--- src/rtl/ball_frame_scanner_if.sv ---
// rtl/ball_frame_scanner_if.sv - sprite ROM lookup and RGB565 pixel stream bundle
interface ball_frame_scanner_if #(
    parameter int H_PIX = 240
);
    logic [8:0]       rom_addr;
    logic [8:0]       rom_offset;
    logic [H_PIX-1:0] rom_q;
    logic             pix_valid;
    logic [15:0]      pix_data;
    logic             pix_ready;

    // Scanner side: drives the ROM address/offset and sources pixels.
    modport master (
        output rom_addr, rom_offset, pix_valid, pix_data,
        input  rom_q, pix_ready
    );

    // ROM + LCD writer side.
    modport slave (
        input  rom_addr, rom_offset, pix_valid, pix_data,
        output rom_q, pix_ready
    );
endinterface

--- src/rtl/ball_frame_scanner.sv ---
// rtl/ball_frame_scanner.sv - walks one frame through the ball ROM and streams RGB565 pixels
module ball_frame_scanner #(
    parameter int H_PIX       = 240,
    parameter int V_ROWS      = 320,
    parameter int OFFSET_MIN  = 0,
    parameter int OFFSET_MAX  = 309,
    parameter int OFFSET_INIT = 100,
    parameter int STEP        = 3
) (
    input  logic        clk,
    input  logic        rst_n,
    input  logic        start,
    input  logic        move_en,
    input  logic [15:0] fg_color,
    input  logic [15:0] bg_color,
    output logic        busy,
    output logic        frame_done,
    output logic        dir_up,
    ball_frame_scanner_if.master bus
);
    typedef enum logic [1:0] {
        IDLE      = 2'd0,
        FETCH     = 2'd1,
        SHIFT     = 2'd2,
        FRAME_END = 2'd3
    } state_t;

    localparam logic [7:0] COL_LAST  = 8'(H_PIX - 1);
    localparam logic [8:0] ROW_LAST  = 9'(V_ROWS - 1);
    localparam logic [9:0] STEP_W    = 10'(STEP);
    localparam logic [9:0] OFF_MAX_W = 10'(OFFSET_MAX);
    localparam logic [9:0] OFF_MIN_W = 10'(OFFSET_MIN);

    state_t           state_q, state_d;
    logic [8:0]       row_q, row_d;
    logic [7:0]       col_q, col_d;
    logic [H_PIX-1:0] buf_q, buf_d;
    logic [8:0]       addr_q, addr_d;
    logic [8:0]       off_q, off_d;
    logic             dir_q, dir_d;
    logic [9:0]       off_up;
    logic [9:0]       off_dn;

    // Offset arithmetic is one bit wider so the bounce limits compare without wrap.
    assign off_up = {1'b0, off_q} + STEP_W;
    assign off_dn = {1'b0, off_q} - STEP_W;

    // State and datapath registers; reset aborts any frame in flight.
    always_ff @(posedge clk or negedge rst_n) begin
        if (!rst_n) begin
            state_q <= IDLE;
            row_q   <= '0;
            col_q   <= '0;
            buf_q   <= '0;
            addr_q  <= '0;
            off_q   <= 9'(OFFSET_INIT);
            dir_q   <= 1'b0;
        end else begin
            state_q <= state_d;
            row_q   <= row_d;
            col_q   <= col_d;
            buf_q   <= buf_d;
            addr_q  <= addr_d;
            off_q   <= off_d;
            dir_q   <= dir_d;
        end
    end

    // Next-state: row fetch, pixel shift-out, and offset bounce at frame end.
    always_comb begin
        state_d = state_q;
        row_d   = row_q;
        col_d   = col_q;
        buf_d   = buf_q;
        addr_d  = addr_q;
        off_d   = off_q;
        dir_d   = dir_q;
        case (state_q)
            IDLE: begin
                if (start) begin
                    state_d = FETCH;
                    row_d   = '0;
                    addr_d  = '0;
                end
            end
            FETCH: begin
                buf_d   = bus.rom_q;
                col_d   = '0;
                state_d = SHIFT;
            end
            SHIFT: begin
                if (bus.pix_ready) begin
                    // The row buffer shifts left so its MSB is always the current column.
                    buf_d = buf_q << 1;
                    col_d = col_q + 8'd1;
                    if (col_q == COL_LAST) begin
                        if (row_q == ROW_LAST) begin
                            state_d = FRAME_END;
                        end else begin
                            row_d   = row_q + 9'd1;
                            addr_d  = row_q + 9'd1;
                            state_d = FETCH;
                        end
                    end
                end
            end
            FRAME_END: begin
                state_d = IDLE;
                if (move_en) begin
                    if (!dir_q) begin
                        if (off_up > OFF_MAX_W) begin
                            off_d = 9'(OFF_MAX_W);
                            dir_d = 1'b1;
                        end else begin
                            off_d = off_up[8:0];
                        end
                    end else begin
                        if ({1'b0, off_q} < OFF_MIN_W + STEP_W) begin
                            off_d = 9'(OFF_MIN_W);
                            dir_d = 1'b0;
                        end else begin
                            off_d = off_dn[8:0];
                        end
                    end
                end
            end
            default: state_d = IDLE;
        endcase
    end

    assign bus.rom_addr   = addr_q;
    assign bus.rom_offset = off_q;
    assign bus.pix_valid  = (state_q == SHIFT);
    assign bus.pix_data   = (state_q == SHIFT) ? (buf_q[H_PIX-1] ? fg_color : bg_color) : 16'h0000;
    assign busy           = (state_q != IDLE);
    assign frame_done     = (state_q == FRAME_END);
    assign dir_up         = dir_q;
endmodule

--- src/flat_wrapper.sv ---
// flat-port wrapper written by rule: the top's interface ports become plain ports
module ball_frame_scanner_flat 
#(
    parameter int H_PIX       = 240,
    parameter int V_ROWS      = 320,
    parameter int OFFSET_MIN  = 0,
    parameter int OFFSET_MAX  = 309,
    parameter int OFFSET_INIT = 100,
    parameter int STEP        = 3
)
  (clk, rst_n, start, move_en, fg_color, bg_color, busy, frame_done, dir_up, bus_rom_addr, bus_rom_offset, bus_pix_valid, bus_pix_data, bus_rom_q, bus_pix_ready);
  ball_frame_scanner_if #(.H_PIX(H_PIX)) bus_i ();
  input  logic clk;
  input  logic rst_n;
  input  logic start;
  input  logic move_en;
  input  logic [15:0] fg_color;
  input  logic [15:0] bg_color;
  output logic busy;
  output logic frame_done;
  output logic dir_up;
  output wire logic [$bits(bus_i.rom_addr)-1:0] bus_rom_addr;
  output wire logic [$bits(bus_i.rom_offset)-1:0] bus_rom_offset;
  output wire logic [$bits(bus_i.pix_valid)-1:0] bus_pix_valid;
  output wire logic [$bits(bus_i.pix_data)-1:0] bus_pix_data;
  input wire logic [$bits(bus_i.rom_q)-1:0] bus_rom_q;
  input wire logic [$bits(bus_i.pix_ready)-1:0] bus_pix_ready;
  assign bus_rom_addr = bus_i.rom_addr;
  assign bus_rom_offset = bus_i.rom_offset;
  assign bus_pix_valid = bus_i.pix_valid;
  assign bus_pix_data = bus_i.pix_data;
  assign bus_i.rom_q = bus_rom_q;
  assign bus_i.pix_ready = bus_pix_ready;
  ball_frame_scanner #(.H_PIX(H_PIX), .V_ROWS(V_ROWS), .OFFSET_MIN(OFFSET_MIN), .OFFSET_MAX(OFFSET_MAX), .OFFSET_INIT(OFFSET_INIT), .STEP(STEP)) u_core (.clk(clk), .rst_n(rst_n), .start(start), .move_en(move_en), .fg_color(fg_color), .bg_color(bg_color), .busy(busy), .frame_done(frame_done), .dir_up(dir_up), .bus(bus_i));
endmodule
--- config.mk ---
export PLATFORM = sky130hd
export DESIGN_NAME = ball_frame_scanner_flat
export DESIGN_NICKNAME = d
export VERILOG_FILES = /design/src/rtl/ball_frame_scanner_if.sv /design/src/rtl/ball_frame_scanner.sv /design/src/flat_wrapper.sv
export SDC_FILE = /design/constraint.sdc
export NUM_CORES = 1
export LEC_CHECK = 0
export CAP_MARGIN = 0
export CORE_ASPECT_RATIO = 0.5
export CORE_UTILIZATION = 52
export CTS_BUF_LIST = sky130_fd_sc_hd__clkbuf_8
export DETAILED_ROUTE_END_ITERATION = 10
export GPL_TIMING_DRIVEN = 0
export PLACE_DENSITY_LB_ADDON = 0.08
export SLEW_MARGIN = 15
export SYNTH_ARGS = -nofsm -noshare
export SYNTH_HDL_FRONTEND = slang
export SYNTH_SLANG_ARGS = --single-unit
export TNS_END_PERCENT = 100
--- constraint.sdc ---
create_clock -name clk -period 3.08 [get_ports clk]
set_input_delay 0.308 -clock clk [delete_from_list [all_inputs] [get_ports clk]]
set_output_delay 0.308 -clock clk [all_outputs]
set_load 0.01 [all_outputs]
==> impl_results.md, run 1 <==
* Status: finished clean
* Synth area leader: sky130_fd_sc_hd__dfrtp_1
* Total area of sequential cells at 6740 um^2
* Top-area cell type share of the netlist area at between 50 and 60%
* Ratio of cells with drive above 1 in the final layout at about 6%
* Worst-case clock buffer depth at 3
* Highest clock rate at about 340 MHz
* Count of boundary I/O pins at approximately 320
* Net Count, Synth at ~1900
* Width of the die at 224 um
* Cell types with the largest area share after synthesis: sky130_fd_sc_hd__dfrtp_1 (52%), sky130_fd_sc_hd__nand2_1 (15%), sky130_fd_sc_hd__a31oi_1 (12%)
* Final setup viols at 0
* Post-synthesis instance area at 12900 um^2
* Required time of the critical path at between 2 and 3 ns
* Count of flip-flops with a built-in enable after synthesis at 0
* Cell area reported after detailed placement at approximately 16000 um^2
* Worst Setup Start Kind: flip-flop
* Sinks on Clock Net at approximately 270
* Met3 Resource Use GR at ~6.7%
* Final standard cell utilization of the core at between 70% and 80%
* Starting density of the core at between 50% and 60%
* CP arrival at 2.60 ns
* Global route hottest layer: met2
* Post-synthesis to final-layout area growth at 34.6%
* TritonCTS clock tree: done
* Ys async rst share at 100%
* Wire per inst at 16.0 um
* Clock insertion delay at the later pin of the skew report at roughly 0.57 ns
* Final routed wirelength across all metal layers at approximately 37000 um
* Slew @ Worst Pin at slightly below 0.8 ns
* Layout filler cell count at 1924
* Max Cap Violations at 0
* Residual antenna-violating net count after detailed routing at 0
* Total placed cells including tap cells at roughly 2200
* Number of distinct library cells after synthesis at 56
* Core Region at approximately 24000 um^2
* Root buffer selected by CTS: sky130_fd_sc_hd__clkbuf_8
* Multi-input gate area at 5590 um^2
* Static Leakage at 7.53 nW
* Maximum number of pins on one net before global-route repair at ~110
* Post-Route Skew at ~0.023 ns
* Number of global-route vias before repair at ~12000
* Number of optimization iterations in the first detailed-route pass at 6
* Total global-route track usage at a little under 30%
* Synthesized flop and latch total at approximately 270
* Post-Route Hold Slack at about 0.24 ns
* Areal power density over the cells at roughly 520 nW/um^2
* Final-report hold violation count at 0
* Starting DRT DRC Count at ~1100
* RSZ-0062 raised after global routing: false
* Minimum setup slack in the final design at 0.176 ns
* Routed vias at roughly 13000
* Post-DR vias/cell at around 5.5
* VDD IR max at 337 uV
* Final std cells w/o fill at roughly 2300
* Classification of the worst-slack hold path: in -> async
* Post-synthesis sequential area ratio at a little over half
* Max stage delay on crit path at 0.58 ns
* Maximum level of the CTS H-tree at 2
* Kind of critical path: reg -> out
* Number of input and output port buffers inserted at about 310
* Setup bufs post-CTS at 0
* Total DRC errors in the routed layout at 0
* Cell family with the largest share of critical-path delay: buffers and inverters
* Most frequent cell after synthesis: sky130_fd_sc_hd__nand2_1
* Cell types with the highest counts after synthesis: sky130_fd_sc_hd__nand2_1 (505), sky130_fd_sc_hd__nor2_1 (273), sky130_fd_sc_hd__dfrtp_1 (266)
* Final slew viol count at 0
* Per-instance average area after synthesis at between 8 and 9 um^2
* Max transition margin at approximately half
* Stages on worst setup path at 5
* Met2 usage at about 47%
* Warnings from Yosys at 0
* Final Cycle Share at between 90 and 100%
* Prevailing post-synth register cell: sky130_fd_sc_hd__dfrtp_1
* Depth of the most critical reg-to-reg path at 8
* Critical path cell sequence: inv_2, nand2_1, clkbuf_2, nor2_1, clkdlybuf4s50_1
* Area of all placed cells without fillers at 17300 um^2
* Total half-perimeter wirelength after legalization and detailed placement at roughly 27000 um
* Gate count of the mapped netlist at about 1600
* Place WS at approximately 0.45 ns
* Global-route wire length before repair at slightly below 60000 um
* Number of CTS-inserted buffers at 40
* Cell Rows at 40
* Met1 Use GR at slightly below 40%
* Maximum fanout along the worst path at 19
* Crit path capture type: output port
* Die height at around 110 um
* Count of buffer and inverter cells on the critical path at 3
* Sum of overflow across all layers after global routing at 0
* Slowest cell on crit path: sky130_fd_sc_hd__clkdlybuf4s50_1
* Global placer's final weighted congestion at approximately 0.94
* Post-route minimum period at 2.90 ns
* Number of nets in the finished design at 2210
* Number of antenna violations at the first check in global routing at 2
* Overall die area at 25400 um^2
* CTS clk-pin slew, worst paths at approximately 0.080 ns
==> per-stage QoR <==
step	power, mW	TNS, ns
finish	8.93	0
global route	9.38	0
CTS	8.98	0
detailed placement	5.94	0
global placement	5.82	-2499.26
floorplan	5.18	0
==> state kept, by name, summed over array words and instances, names as in the netlist <==
name,count
u_core.buf_q,240
u_core.bus.rom_offset,9
u_core.bus.rom_addr,9
u_core.state_q,2
u_core.dir_up,1
u_core.col_q,8
==> final cells by class <==
| cell class | count | area share [%] |
|---|---|---|
| Multi-Input combinational cell | 1170 | 32.3 |
| Clock buffer | 49 | 3.90 |
| Antenna cell | 1 | 0.0145 |
| Inverter | 9 | 0.195 |
| Timing Repair Buffer | 317 | 18.6 |
| Buffer | 120 | 2.86 |
| Clock inverter | 19 | 0.810 |
| Sequential cell | 269 | 38.9 |
| Tap cell | 336 | 2.43 |
==> cell families after synthesis <==
| group | Yosys count | share of synthesized area [%] |
|---|---|---|
| AO/OA/AOI/OAI | 307 | 15.6 |
| XOR/XNOR | 13 | 0.886 |
| adder cells (fa/ha/maj) | 6 | 0.584 |
| buffers and inverters | 130 | 4.12 |
| flip-flops | 269 | 52.4 |
| multiplexers | 16 | 1.25 |
| AND/OR/NAND/NOR | 828 | 25.2 |
==> timing repair <==
action                     4_1_cts  5_1_grt
setup endpoints to repair       10        0
hold endpoints to repair        52        0
hold buffers                     1        0
resized for setup                2        0
==> worst register-to-register path, delay by kind of cell (launching register included) <==
kind	cells	cell delay, ns
flip-flops	1	0.56
adder cells (fa/ha/maj)	1	0.29
AO/OA/AOI/OAI	3	0.85
buffers and inverters	1	0.15
XOR/XNOR	1	0.19
AND/OR/NAND/NOR	2	0.37
==> cell usage in the layout (no fill, tap or decap), types with 10 or more instances in the layout <==
cell                                n
sky130_fd_sc_hd__a21oi_1           13
sky130_fd_sc_hd__a31oi_1          243
sky130_fd_sc_hd__buf_2             31
sky130_fd_sc_hd__clkbuf_1          81
sky130_fd_sc_hd__clkbuf_8          49
sky130_fd_sc_hd__clkdlybuf4s50_1  313
sky130_fd_sc_hd__dfrtp_1          266
sky130_fd_sc_hd__inv_1             14
sky130_fd_sc_hd__mux2i_1           16
sky130_fd_sc_hd__nand2_1          505
sky130_fd_sc_hd__nand3_1           10
sky130_fd_sc_hd__nor2_1           273
sky130_fd_sc_hd__o21ai_0           11
==> power breakdown <==
group | switching, mW | leakage [nW] | internal (mW)
Sequential | 0.324 | 2.75 | 4.09
Combinational | 0.684 | 4.32 | 0.782
Clock | 1.44 | 0.457 | 1.61
==> routing by layer <==
layer	vias up	share of wire [%]
li1	6019	-
met1	5949	43
met2	474	47
met3	88	7.4
met4	2	3.1
met5	-	0.035
==> worst paths after layout <==
check	slack, ns	to	start
min in group clk	0.30	u_core.buf_q[235]	bus_rom_q[235]
setup reg to reg	0.55	u_core.bus.rom_offset[4]	u_core.bus.rom_offset[0]
max in group asynchronous	1.89	u_core.buf_q[31]	rst_n
setup / recovery	0.18	bus_pix_data[11]	u_core.state_q[0]
hold reg to reg	0.53	u_core.buf_q[85]	u_core.buf_q[84]
hold / removal	0.24	u_core.bus.rom_offset[1]	rst_n
Note: power is estimated with default switching activity, not from simulation.
==> inputs of run 2 (changes only) <==
Settings changed: PLACE_DENSITY from default to 0.85, PLACE_DENSITY_LB_ADDON 0.08 to default, SLEW_MARGIN 15 to default.
==> run 2 against run 1 <==
  * Clock-buffer cell count increased by 8
  * Critical endpoint is now bus_pix_data[9]
  * Cell count up 0.17%
  * Global-route usage is 0.33 points lower
  * Clock power grew 2%
  * Largest power group unchanged
  * Via count is 0.41% lower
  * Flip-flop and latch count unchanged
  * Setup slack worse by 0.035 ns
  * Highest routed layer is now met4
  * Wire length fell by 1.2%
  * Register-to-register slack hardly changed
==> impl_results.md, run 2 (synthesis gave the netlist of run 1 again) <==
* Max Cap Violations at 0
* Routed vias at about 12000
* Count of boundary I/O pins at ~320
* Worst-case clock buffer depth at 3
* Number of CTS-inserted buffers at 39
* CP arrival at about 2.6 ns
* Power share of the combinational group at 16.2%
* Depth of the most critical reg-to-reg path at 8
* Maximum level of the CTS H-tree at 2
* Clock insertion delay at the later pin of the skew report at ~0.54 ns
* Areal power density over the cells at 517 nW/um^2
* Post-Route Skew at around 0.022 ns
* Post-DR vias/cell at 5.44
* Number of optimization iterations in the first detailed-route pass at 5
* Most common cell after layout, fill and taps aside: sky130_fd_sc_hd__nand2_1
* Sw Pwr at 2.40 mW
* Root buffer selected by CTS: sky130_fd_sc_hd__clkbuf_8
* Commonest cells after routing, fill and taps aside: sky130_fd_sc_hd__nand2_1 (505), sky130_fd_sc_hd__clkdlybuf4s50_1 (313), sky130_fd_sc_hd__nor2_1 (273), sky130_fd_sc_hd__dfrtp_1 (266), sky130_fd_sc_hd__a31oi_1 (243)
* Highest clock rate at ~340 MHz
* Post-synthesis to final-layout area growth at 35.0%
* Worst r2r dst: u_core.bus.rom_offset[4]
* Sinks on Clock Net at approximately 270
* RSZ-0062 raised after global routing: false
* Status: finished clean
* Wire per inst at ~16 um
* Final slew viol count at 0
* Number of input and output port buffers inserted at approximately 310
* Final routed wirelength across all metal layers at 36300 um
* Slew @ Worst Pin at 0.822 ns
* Termination of the worst setup path: bus_pix_data[9]
* Global placer's final weighted congestion at a little over 0.9
* Sum of overflow across all layers after global routing at 0
* Number of antenna violations at the first check in global routing at 3
* Worst R2R Start: u_core.bus.rom_offset[0]
* Beginning of the critical path: u_core.buf_q[239]
* Worst Setup Start Kind: flip-flop
* Switching portion of total power at a little over a quarter
* Final Cycle Share at 95.4%
* Starting density of the core at between 50% and 60%
* Reg-to-reg setup timing slack at 0.56 ns
* Power share of the sequential group at roughly half
* Post-route minimum period at 2.94 ns
* Register with the most flip-flops: u_core.buf_q
* Required time of the critical path at about 2.8 ns
* Post-Route Hold Slack at roughly 0.33 ns
* Part of the total power dissipated in the clock network at a little over a third
* Ratio of cells with drive above 1 in the final layout at under 10%
* Number of global-route vias before repair at between 10000 and 15000
* Final setup viols at 0
* Setup bufs post-CTS at 0
* Slowest cell on crit path: sky130_fd_sc_hd__clkdlybuf4s50_1
* Final standard cell utilization of the core at a little under three quarters
* VDD IR max at between 200 and 300 uV
* Core Region at ~24000 um^2
* Max FFs per register at 240
* Maximum number of pins on one net before global-route repair at 106
* TritonCTS clock tree: done
* Kind of critical path: reg -> out
* Starting DRT DRC Count at approximately 1300
* Static Leakage at roughly 7.6 nW
* Max transition margin at between 40% and 50%
* Die height at approximately 110 um
* Residual antenna-violating net count after detailed routing at 0
* Cell family with the largest share of critical-path delay: buffers and inverters
* Classification of the worst-slack hold path: in -> reg
* Total global-route track usage at between 20 and 30%
* Cell Rows at 40
* Total DRC errors in the routed layout at 0
* Overall die area at approximately 25000 um^2
* Count of buffer and inverter cells on the critical path at 3
* Minimum setup slack in the final design at around 0.14 ns
* Power Internal at ~6.6 mW
* Place WS at between 0.3 and 0.4 ns
* Final-report hold violation count at 0
* Crit path capture type: output port
* Maximum fanout along the worst path at 10
* Stages on worst setup path at 5
* Width of the die at 224 um
* CTS clk-pin slew, worst paths at roughly 0.070 ns
* Number of nets in the finished design at 2209
* Max stage delay on crit path at around 0.50 ns
* Total half-perimeter wirelength after legalization and detailed placement at between 20000 and 30000 um
* Global-route wire length before repair at 58600 um
* Critical path cell sequence: clkbuf_1, buf_2, mux2i_1, nor2_1, clkdlybuf4s50_1
run 2: changes by cell type in the layout (fill, tap and decap cells not counted), sizes merged:
| cell | delta |
|---|---|
| diode | +2 |
| bufinv | -1 |
| inv | +2 |
| clkbuf | +8 |
| clkinv | -7 |
run 2: layout make-up:
type	instances	area (um^2)
fill	1847	6760
sequential	269	6740
multi-input combinational	1170	5590
timing repair buffer	317	3210
clock buffer	57	785
buffer	120	494
tap	336	420
clock inverter	13	78.8
inverter	9	33.8
antenna	3	7.51
run 2: power groups by stage:
stage / sequential [mW] / combinational, mW / clock (mW)
floorplan: 4.38 / 0.795 / 0
global placement: 4.45 / 1.39 / 0
detailed placement: 4.45 / 1.45 / 0
CTS: 4.40 / 1.46 / 3.15
global route: 4.48 / 1.64 / 3.33
finish: 4.41 / 1.45 / 3.12
run 2: per-stage QoR:
| stage | instance area [um^2] | cells | setup TNS [ns] | total power, mW |
|---|---|---|---|---|
| final | 17400 | 2294 | 0 | 8.98 |
| after global placement | 16400 | 2219 | -2622.77 | 5.84 |
| after CTS | 17400 | 2291 | 0 | 9.02 |
| after detailed placement | 16500 | 2221 | 0 | 5.91 |
| after global routing | 17400 | 2294 | 0 | 9.44 |
| after floorplan | 12900 | 1569 | 0 | 5.18 |
run 2: worst min-delay path by stage:
stage                       from                 to  slack (ns)  cells past startpoint
3_3_place_gp   u_core.buf_q[129]  u_core.buf_q[130]        0.52                      2
4_1_cts            bus_rom_q[48]   u_core.buf_q[48]        0.30                      3
5_1_grt           bus_rom_q[191]  u_core.buf_q[191]        0.32                      3
2_1_floorplan              rst_n    u_core.buf_q[0]        0.01                      0
3_5_place_dp               rst_n  u_core.buf_q[140]        0.30                      1
6_report           bus_rom_q[48]   u_core.buf_q[48]        0.33                      3
run 2: worst register-to-register path, stage by stage (launching register included):
cell and delay, ns:
sky130_fd_sc_hd__dfrtp_1 0.58, sky130_fd_sc_hd__inv_1 0.16, sky130_fd_sc_hd__ha_1 0.30, sky130_fd_sc_hd__nand3b_1 0.19
sky130_fd_sc_hd__xnor2_1 0.17, sky130_fd_sc_hd__a32oi_2 0.33, sky130_fd_sc_hd__nand2_1 0.17, sky130_fd_sc_hd__o211a_1 0.27
sky130_fd_sc_hd__a221o_1 0.26
run 2: per-layer routing:
metal | wire [um] | vias up | part of all wire, % | track usage, %
li1 | - | 6025 | - | -
met1 | 16200 | 5974 | 45 | 39.5
met2 | 16900 | 388 | 46 | 45.0
met3 | 1840 | 93 | 5.1 | 4.93
met4 | 1350 | 0 | 3.7 | 12.4
met5 | 0 | - | 0 | 0
run 2: what timing repair did:
| action | CTS | global route |
|---|---|---|
| gates resized for setup | 2 | 0 |
| endpoints found under the setup margin | 10 | 0 |
| endpoints found under the hold margin | 64 | 0 |
| hold buffers | 1 | 0 |
==> inputs of run 3 (changes only) <==
Settings changed: RECOVER_POWER from default to 50.
==> run 3 against run 2 <==
  * The flow now finishes with violations (max-capacitance violations, max-slew violations)
  * Register-to-register slack got worse by 0.04 ns
  * First-iteration DRC count fell by 0.88%
  * Sequential share of layout area barely moved
  * Critical path type unchanged
==> impl_results.md, run 3 (synthesis gave the netlist of run 1 again) <==
* CP arrival at between 2 and 3 ns
* Depth of the most critical reg-to-reg path at 8
* Cell Rows at 40
* Final-report hold violation count at 0
* Slew @ Worst Pin at around 1.7 ns
* Width of the die at around 220 um
* Post-route minimum period at approximately 2.9 ns
* Final routed wirelength across all metal layers at 36300 um
* Maximum level of the CTS H-tree at 2
* Residual antenna-violating net count after detailed routing at 0
* Clock insertion delay at the later pin of the skew report at 0.54 ns
* Number of CTS-inserted buffers at 39
* Final Cycle Share at between 90% and 100%
* Post-Route Hold Slack at approximately 0.33 ns
* Number of global-route vias before repair at ~12000
* Static Leakage at between 7 and 8 nW
* Areal power density over the cells at ~520 nW/um^2
* Starting density of the core at between 50% and 60%
* Post-Route Skew at about 0.022 ns
* Max transition margin at -15.8%
* Number of antenna violations at the first check in global routing at 3
* Reg-to-reg setup timing slack at ~0.52 ns
* TritonCTS clock tree: done
* Core Region at 24100 um^2
* Post-DR vias/cell at about 5.4
* Die height at ~110 um
* Worst r2r dst: u_core.buf_q[205]
* Highest clock rate at about 340 MHz
* Maximum number of pins on one net before global-route repair at about 110
* Total DRC errors in the routed layout at 0
* Number of nets in the finished design at ~2200
* Number of input and output port buffers inserted at ~310
* Total half-perimeter wirelength after legalization and detailed placement at ~26000 um
* Count of boundary I/O pins at 315
* Worst Setup Start Kind: flip-flop
* Most common cell after layout, fill and taps aside: sky130_fd_sc_hd__nand2_1
* Status: finished, violations left
* Routed vias at around 12000
* Worst-case clock buffer depth at 3
* Overall die area at 25400 um^2
* Ratio of cells with drive above 1 in the final layout at just under 6%
* Root buffer selected by CTS: sky130_fd_sc_hd__clkbuf_8
* Overall power of the completed layout at ~9 mW
* Starting DRT DRC Count at about 1200
* Final setup viols at 0
* Maximum fanout along the worst path at 10
* Max Cap Violations at 1
* Crit path capture type: output port
* Sinks on Clock Net at 269
* Final slew viol count at 68
* Sum of overflow across all layers after global routing at 0
* Beginning of the critical path: u_core.buf_q[239]
* Global-route wire length before repair at around 60000 um
* Commonest cells after routing, fill and taps aside: sky130_fd_sc_hd__nand2_1 (505), sky130_fd_sc_hd__clkdlybuf4s50_1 (299), sky130_fd_sc_hd__nor2_1 (273), sky130_fd_sc_hd__dfrtp_1 (266), sky130_fd_sc_hd__a31oi_1 (243)
* Violations in the final reports: max-capacitance violations, max-slew violations
* Max FFs per register at 240
* Post-synthesis to final-layout area growth at 34.9%
* RSZ-0062 raised after global routing: false
* Final standard cell utilization of the core at 71.9%
* Global placer's final weighted congestion at around 0.9
* Register with the most flip-flops: u_core.buf_q
* VDD IR max at 272 uV
* Required time of the critical path at between 2 and 3 ns
* Kind of critical path: reg -> out
* Termination of the worst setup path: bus_pix_data[9]
* Total global-route track usage at about 29%
* Number of optimization iterations in the first detailed-route pass at 6
* Wire per inst at around 16 um
* CTS clk-pin slew, worst paths at 0.07 ns
* Classification of the worst-slack hold path: in -> reg
* Worst R2R Start: u_core.state_q[1]
-- run 3: power by group --
group / total [mW] / internal, mW / switching (mW)
clock: 3.11 / 1.72 / 1.40
combinational: 1.45 / 0.779 / 0.671
sequential: 4.41 / 4.09 / 0.325
-- run 3: how the worst min path moves through the flow --
stage,startpoint,to,slack (ns),cells after the start
after floorplan,rst_n,u_core.buf_q[0],0.01,0
after detailed placement,rst_n,u_core.buf_q[140],0.30,1
after global placement,u_core.buf_q[129],u_core.buf_q[130],0.52,2
after CTS,bus_rom_q[48],u_core.buf_q[48],0.30,3
after global routing,bus_rom_q[191],u_core.buf_q[191],0.32,3
final,bus_rom_q[48],u_core.buf_q[48],0.33,3
-- run 3: worst max-delay path, cell delays in order (launching register included) --
cell and delay (ns):
sky130_fd_sc_hd__dfrtp_1 0.32, sky130_fd_sc_hd__clkbuf_1 0.43, sky130_fd_sc_hd__buf_2 0.42, sky130_fd_sc_hd__mux2i_1 0.33, sky130_fd_sc_hd__nor2_1 0.09, sky130_fd_sc_hd__clkdlybuf4s50_1 0.50
-- run 3: metrics by stage --
stage                      TNS, ns  setup WS, ns  std cells  cell area, um^2
final                            0         0.149       2294            17300
after global routing             0        0.0122       2294            17300
after CTS                        0         0.148       2291            17400
after detailed placement         0         0.337       2221            16500
after global placement    -2622.77         -9.82       2219            16400
after floorplan                  0         0.837       1569            12900
-- run 3: area by class of cell --
| type | instances | area, um^2 |
|---|---|---|
| fillers | 1848 | 6780 |
| flip-flops and latches | 269 | 6740 |
| multi-input cells | 1170 | 5590 |
| repair buffers | 317 | 3200 |
| clock buffers | 57 | 785 |
| plain buffers | 120 | 493 |
| well taps | 336 | 420 |
| clock inverters | 13 | 78.8 |
| inverters | 9 | 33.8 |
| diodes | 3 | 7.51 |
-- run 3: timing repair --
action,4_1_cts,5_1_grt
buffers inserted,0,0
endpoints found under the setup margin,10,0
endpoints found under the hold margin,64,0
hold buffers,1,0
resized for setup,2,0
-- run 3: layer usage --
metal | up-vias | routed length (um) | share of wire, % | track usage, %
li1 | 6028 | - | - | -
met1 | 5946 | 16200 | 45 | 39.5
met2 | 408 | 16900 | 46 | 45.0
met3 | 89 | 1910 | 5.3 | 4.93
met4 | 0 | 1300 | 3.6 | 12.4
met5 | - | 0 | 0 | 0
